--- src/rtl/common_pkg.sv ---
// rtl/common_pkg.sv - shared instruction-bus request/response types.
package common_pkg;

    typedef enum logic [1:0] {
        MSIZE1 = 2'd0,
        MSIZE2 = 2'd1,
        MSIZE4 = 2'd2,
        MSIZE8 = 2'd3
    } msize_t;

    typedef struct packed {
        logic        valid;
        logic [63:0] addr;
        msize_t      size;
        logic [7:0]  strobe;
        logic [63:0] data;
    } ibus_req_t;

    typedef struct packed {
        logic        addr_ok;
        logic        data_ok;
        logic [63:0] data;
    } ibus_resp_t;

endpackage

--- src/rtl/ifetch_ctrl_pkg.sv ---
// rtl/ifetch_ctrl_pkg.sv - fetch front-end state encoding and constants.
package ifetch_ctrl_pkg;

    typedef enum logic [1:0] {
        REQ     = 2'd0,
        HOLD    = 2'd1,
        DISCARD = 2'd2
    } ifetch_state_t;

    localparam logic [63:0] PC_RESET_DEFAULT = 64'h0000_0000_8000_0000;
    localparam logic [63:0] INSTR_BYTES      = 64'd4;

endpackage

--- src/rtl/ifetch_ctrl.sv ---
// rtl/ifetch_ctrl.sv - PC generation and single-outstanding instruction fetch.
module ifetch_ctrl
    import common_pkg::*;
    import ifetch_ctrl_pkg::*;
#(
    parameter logic [63:0] PC_RESET = PC_RESET_DEFAULT
) (
    input  logic        clk,
    input  logic        reset,
    output ibus_req_t   ireq,
    input  ibus_resp_t  iresp,
    input  logic        stall_in,
    input  logic        redirect_valid,
    input  logic [63:0] redirect_pc,
    output logic [31:0] raw_instr,
    output logic [63:0] pc,
    output logic        instr_valid
);

    ifetch_state_t state_q, state_d;
    logic [63:0]   pc_q, pc_d;
    logic [63:0]   tgt_q, tgt_d;
    logic [31:0]   instr_q, instr_d;
    logic [63:0]   redir_aligned;
    logic [2:0]    unused_bits;

    assign redir_aligned = {redirect_pc[63:2], 2'b00};
    assign unused_bits   = {iresp.addr_ok, redirect_pc[1:0]};

    always_ff @(posedge clk) begin
        if (reset) begin
            state_q <= REQ;
            pc_q    <= PC_RESET;
            tgt_q   <= '0;
            instr_q <= '0;
        end else begin
            state_q <= state_d;
            pc_q    <= pc_d;
            tgt_q   <= tgt_d;
            instr_q <= instr_d;
        end
    end

    always_comb begin
        state_d = state_q;
        pc_d    = pc_q;
        tgt_d   = tgt_q;
        instr_d = instr_q;
        case (state_q)
            REQ: begin
                if (iresp.data_ok) begin
                    if (redirect_valid) begin
                        pc_d = redir_aligned;
                    end else begin
                        instr_d = pc_q[2] ? iresp.data[63:32] : iresp.data[31:0];
                        state_d = HOLD;
                    end
                end else if (redirect_valid) begin
                    tgt_d   = redir_aligned;
                    state_d = DISCARD;
                end
            end
            DISCARD: begin
                // pc_q keeps the stale address so the bus sees a stable addr until data_ok
                if (redirect_valid) begin
                    tgt_d = redir_aligned;
                end
                if (iresp.data_ok) begin
                    pc_d    = redirect_valid ? redir_aligned : tgt_q;
                    state_d = REQ;
                end
            end
            HOLD: begin
                if (redirect_valid) begin
                    pc_d    = redir_aligned;
                    state_d = REQ;
                end else if (!stall_in) begin
                    pc_d    = pc_q + INSTR_BYTES;
                    state_d = REQ;
                end
            end
            default: begin
                state_d = REQ;
            end
        endcase
    end

    always_comb begin
        ireq        = '0;
        ireq.valid  = !reset && (state_q != HOLD);
        ireq.addr   = pc_q;
        ireq.size   = MSIZE4;
        instr_valid = !reset && (state_q == HOLD);
        raw_instr   = instr_valid ? instr_q : 32'd0;
        pc          = pc_q;
    end

endmodule

--- config.mk ---
export PLATFORM = sky130hd
export DESIGN_NAME = ifetch_ctrl
export DESIGN_NICKNAME = d
export VERILOG_FILES = /design/src/rtl/common_pkg.sv /design/src/rtl/ifetch_ctrl_pkg.sv /design/src/rtl/ifetch_ctrl.sv
export SDC_FILE = /design/constraint.sdc
export NUM_CORES = 1
export LEC_CHECK = 0
export BUFFER_PORTS_ARGS = -buffer_cell sky130_fd_sc_hd__buf_2
export CORE_UTILIZATION = 30
export DETAILED_ROUTE_END_ITERATION = 10
export GPL_ROUTABILITY_DRIVEN = 0
export PLACE_DENSITY = 0.5
export SLEW_MARGIN = 25
export SYNTH_ARGS = -nofsm -noshare
export SYNTH_HDL_FRONTEND = slang
export SYNTH_SLANG_ARGS = --single-unit
--- constraint.sdc ---
create_clock -name clk -period 6.8 [get_ports clk]
set_clock_uncertainty 0.15 [all_clocks]
set_input_delay 1.36 -clock clk [delete_from_list [all_inputs] [get_ports clk]]
set_output_delay 1.36 -clock clk [all_outputs]
set_load 0.01 [all_outputs]
==> metrics, run 1 <==
count leader, synth nand2_1; post-route cell area 11840 um2; htree depth 4; PortBufs 292; final hold vios 0; fin crit share 59.96%; Vias 10140; # DRC 4; kind of critical path primary input to primary output; r2r endpoint pc[58]; ys flop type dfxtp_1; layout cells sized above 1 24.18%; register area share after synthesis 31.90%; RSZ-0062 raised after global routing false; Synth area leader dfxtp_1; R2R setup slack 3.17 ns; Worst Path Required 5.29 ns; fin nets 1648; Leakage 4.994 nW; worst hold path type register to register; synthesized area per cell 7.519 um2; postcts setup bufs 0; DR iter-0 viols 683; commonest cells in the netlist nand2_1, dfxtp_1, buf_4; Post-Syn Area 10170 um2; Die X 186.1 um; cts hold-fix bufs 0; final worst slack 2.723 ns; CP Capture Type primary output; Vias/cell 5.141; Final min period 4.077 ns; post-CTS sizing 0; startpoint types primary input; clk slew on worst S/H paths 0.06 ns; CTS tree built; Overflow after GRT 0; Slew HR 31.72%; status finished, violations left; CTS Buffer Depth 2; Post-synth EDFFs 0; Final TNS setup 0 ns; clock latency on the worst-skew pair 0.45 ns; R2R depth 9; FILL cells 3559; initial antenna violation count 5; Fmax 0.2453 GHz; row cnt 67; Area after DPL 11180 um2; post-synth top area share 31.90%; Synth cell types 71; WHS Endpoint tgt_q[19]; WL final 34.85 mm; core area 33450 um2; Reg2Reg Launch Point state_q[0]; hold slack final 0.3039 ns; first-pass GRT wire length 52.67 mm; area delta synth->final 16.47%; maxcap violations 0; GRT Total Usage 19.90%; CP arrival 2.57 ns; DP Wirelength 23.83 mm; Hold Path Depth 2; Hold Crit Start tgt_q[19]; Routed Antenna Nets 0; wire per inst 17.67 um; final setup fails 0; Critical Path Fanout Max 40; Warnings, synthesis 0; cts bufs inserted 17; top cells by area, synth dfxtp_1, buf_4, nand2_1; final core occ 35.40%; DR pass1 iterations 8; ys async rst share 0%; PwrDens 239.6 nW/um2; failing checks DRC; Yosys reg bits 162; Synth Instances 1352; Final Max Tran Viols 0; clk sinks 162; # IOs 370; Die H 186.1 um; die area 34630 um2; Root Driver clkbuf_16; slew at the pin closest to its max-slew limit 1.023 ns; Setup WS pre-CTS 2.304 ns; Max IR drop VDD 0.1841 mV; initial cell density of the core 30.39%; largest net degree at the start of global routing 78; vias in the first global route 9029
[where the power goes]
| group | leakage, nW | switching, mW | internal (mW) | total [mW] |
|---|---|---|---|---|
| Combinational | 3.37 | 0.383 | 0.236 | 0.619 |
| Sequential | 1.33 | 0.120 | 1.03 | 1.16 |
| Clock | 0.291 | 0.429 | 0.635 | 1.06 |
| Total | 4.99 | 0.932 | 1.91 | 2.84 |
[routing by layer]
metal,wire [um],vias up,GRT usage [%]
met4,682,6,6.557
met2,15960,418,31.69
met5,41,-,0
met3,2163,39,3.581
met1,16000,4732,26.93
li1,-,4943,-
[stage by stage]
| step | cells | total power [mW] |
|---|---|---|
| detailed placement | 1938 | 1.796 |
| floorplan | 1424 | 1.613 |
| global route | 1971 | 2.997 |
| global placement | 1938 | 1.790 |
| CTS | 1970 | 2.870 |
| finish | 1972 | 2.837 |
[flip-flops by register name, indices dropped and copies added (netlist names)]
name,flops
state_q,2
pc,64
tgt_q,64
instr_q,32
[how the worst max path moves through the flow]
| stage | startpoint | to | slack [ns] |
|---|---|---|---|
| 6_report | reset | raw_instr[22] | 2.72 |
| 5_1_grt | reset | raw_instr[11] | 2.58 |
| 4_1_cts | reset | raw_instr[14] | 2.30 |
| 3_5_place_dp | reset | raw_instr[14] | 2.30 |
| 3_3_place_gp | reset | raw_instr[4] | 2.42 |
| 2_1_floorplan | reset | raw_instr[22] | 3.00 |
[worst max-delay path, stage by stage]
cell and delay [ns]:
buf_4 0.24, nor2b_4 0.57, and2_1 0.23, buf_2 0.13
[cells in the final DEF (no fill, tap or decap), types with 13 or more instances in the layout]
cell / count
buf_2: 291
nand2_1: 213
dfxtp_1: 161
a21oi_1: 111
nor2_1: 89
o21ai_0: 78
conb_1: 74
mux2i_1: 38
a211oi_1: 38
and2_1: 36
nand3_1: 28
nand4_1: 23
nor3_1: 22
a22oi_1: 21
and3_1: 20
a221oi_1: 19
clkbuf_16: 17
buf_4: 16
inv_1: 14
a22o_1: 13
nor4_1: 13
a31oi_1: 13
[final cells by class]
cell class / instances / area, um2 / share of cell area, %
sequential: 162 / 3244 / 27.40
clock inverter: 12 / 178.9 / 1.511
inverter: 14 / 52.55 / 0.4438
antenna: 2 / 5.005 / 0.04227
tap: 448 / 560.5 / 4.734
timing repair buffer: 307 / 1577 / 13.32
clock buffer: 20 / 456.7 / 3.857
multi-input combinational: 1007 / 5766 / 48.69
[cell families after synthesis]
logic type,after synthesis,share of synthesized area (%)
AND/OR/NAND/NOR,493,23.15
AO/OA/AOI/OAI,376,24.06
buffers and inverters,255,14.60
flip-flops,162,31.90
multiplexers,40,3.963
XOR/XNOR,19,1.637
adder cells (fa/ha/maj),5,0.6154
other,2,0.07387
Power figures use the tool's default switching activity.
==> run 2: changes to the inputs <==
PLACE_DENSITY = 0.52   (was 0.5)
clock period = 3.75 ns   (was 6.8 ns; I/O delays follow)
==> run 2 against run 1 <==
  * The flow now finishes without violations
  * Critical path depth up 2
  * Global-route usage up 0.38 points
  * Cell count increased by 1.0%
  * Register-to-register slack got worse by 2.4 ns
  * Clock power grew 74%
  * Utilization up 0.40 points
  * Combinational power is 87% higher
  * Via count is 1.0% higher
  * Total power up 79%
  * Worst setup slack worse by 2.1 ns
  * Worst hold slack better by 0.00093 ns
  * Routed wire length rose by 1.4%
  * Largest cell class unchanged
  * Highest routed layer unchanged
==> metrics, run 2 (synthesized netlist as in run 1, its figures left out) <==
Flop pwr share 41.1%; clk sinks 162; maxcap violations 0; slowest stage delay, CP 0.47 ns; net switching power figure 1.708 mW; cts hold-fix bufs 0; Final min period 3.124 ns; CP cell instances inv_1 > ha_1 > nor2b_2 > buf_4 > and2_1 > buf_2; post-CTS sizing 0; DR iter-0 viols 817; initial antenna violation count 6; initial cell density of the core 30.39%; Hold Path Depth 2; Root Driver clkbuf_16; Final TNS setup 0 ns; WL final 35.32 mm; crit path max-delay cell type ha_1; hold slack final 0.3048 ns; CTS tree built; RSZ-0062 raised after global routing false; PortBufs 292; Int Pwr 3.374 mW; layout cells sized above 1 24.85%; status complete, no violations; CP arrival 2.22 ns; area delta synth->final 17.78%; Routed Antenna Nets 0; WHS Endpoint tgt_q[17]; r2r endpoint pc[50]; commonest non-fill, non-tap cell in the layout buf_2; Critical Path Fanout Max 33; core area 33450 um2; DR pass1 iterations 5; R2R depth 8; kind of critical path register to primary output; Fmax 0.3201 GHz; cts bufs inserted 17; Clock Power Share 36.1%; largest net degree at the start of global routing 78; startpoint types register; final setup fails 0; vias in the first global route 9264; Leakage 5.094 nW; Worst Path Required 2.85 ns; Reg2Reg Launch Point pc[3]; die area 34630 um2; Slew HR 45.15%; Max IR drop VDD 0.3417 mV; Die H 186.1 um; worst hold path type register to register; slew at the pin closest to its max-slew limit 0.8227 ns; switching share of power 33.61%; Gate power share 22.8%; Die X 186.1 um; fin crit share 83.32%; CP Capture Type primary output; Vias 10240; Vias/cell 5.143; first-pass GRT wire length 53.83 mm; postcts setup bufs 0; fin nets 1667; clk slew on worst S/H paths 0.07 ns; Overflow after GRT 0; row cnt 67; PwrDens 424.4 nW/um2; final hold vios 0; Hold Crit Start tgt_q[17]; # DRC 0; clock latency on the worst-skew pair 0.45 ns; Final Max Tran Viols 0; wire per inst 17.73 um; # IOs 370; DP Wirelength 24.71 mm; commonest non-fill, non-tap cells in the layout buf_2, nand2_1, dfxtp_1, a21oi_1, nor2_1; htree depth 4; GRT Total Usage 20.28%; R2R setup slack 0.73 ns; CTS Buffer Depth 2
## run 2: changes by cell type in the layout (fill, tap and decap cells not counted), moves of 2 or more
cell,delta
clkinv_2,+3
buf_4,+15
clkbuf_8,-2
clkinvlp_4,-2
buf_12,+4
## run 2: per-stage QoR
step	cell area [um2]	setup slack, ns	total power [mW]	cells	util [%]
2_1_floorplan	10440	1.166	2.924	1424	-
3_3_place_gp	11380	0.7723	3.269	1957	34.01
5_1_grt	11970	0.4335	5.359	1989	35.78
4_1_cts	11970	0.5967	5.127	1989	35.78
6_report	11970	0.6256	5.082	1992	35.80
3_5_place_dp	11380	0.7375	3.290	1957	34.01
## run 2: worst max-delay path by stage
| stage | start | end | slack, ns |
|---|---|---|---|
| 2_1_floorplan | reset | raw_instr[22] | 1.17 |
| 3_3_place_gp | redirect_valid | pc[40] | 0.77 |
| 3_5_place_dp | redirect_valid | pc[40] | 0.74 |
| 4_1_cts | state_q[1] | raw_instr[12] | 0.60 |
| 5_1_grt | pc[3] | pc[50] | 0.43 |
| 6_report | state_q[1] | raw_instr[12] | 0.63 |
## run 2: critical path, delay by kind of cell, from the launching register on
family | cells | cell delay, ns
buffers and inverters | 3 | 0.54
adders and majority gates | 1 | 0.47
and+or+nand+nor | 2 | 0.43
DFF | 1 | 0.33
## run 2: area by class of cell
class,count,area (um2)
Clock buffer,19,432.9
Clock inverter,13,157.7
Sequential cell,162,3244
Fill cell,3579,21470
Inverter,14,52.55
Antenna cell,3,7.507
Timing Repair Buffer,326,1769
Tap cell,448,560.5
Multi-Input combinational cell,1007,5749
## run 2: power groups by stage
stage	Clock (mW)	Sequential (mW)	Combinational (mW)
3_3_place_gp	0	2.12	1.15
5_1_grt	1.95	2.12	1.30
6_report	1.84	2.09	1.16
2_1_floorplan	0	2.08	0.843
3_5_place_dp	0	2.13	1.16
4_1_cts	1.87	2.09	1.17
## run 2: routing by layer
metal	GRT usage, %	up-vias	wire length (um)
li1	-	4981	-
met1	26.96	4814	15860
met2	33.09	409	16520
met3	4.481	34	2421
met4	4.852	6	481
met5	0	-	35
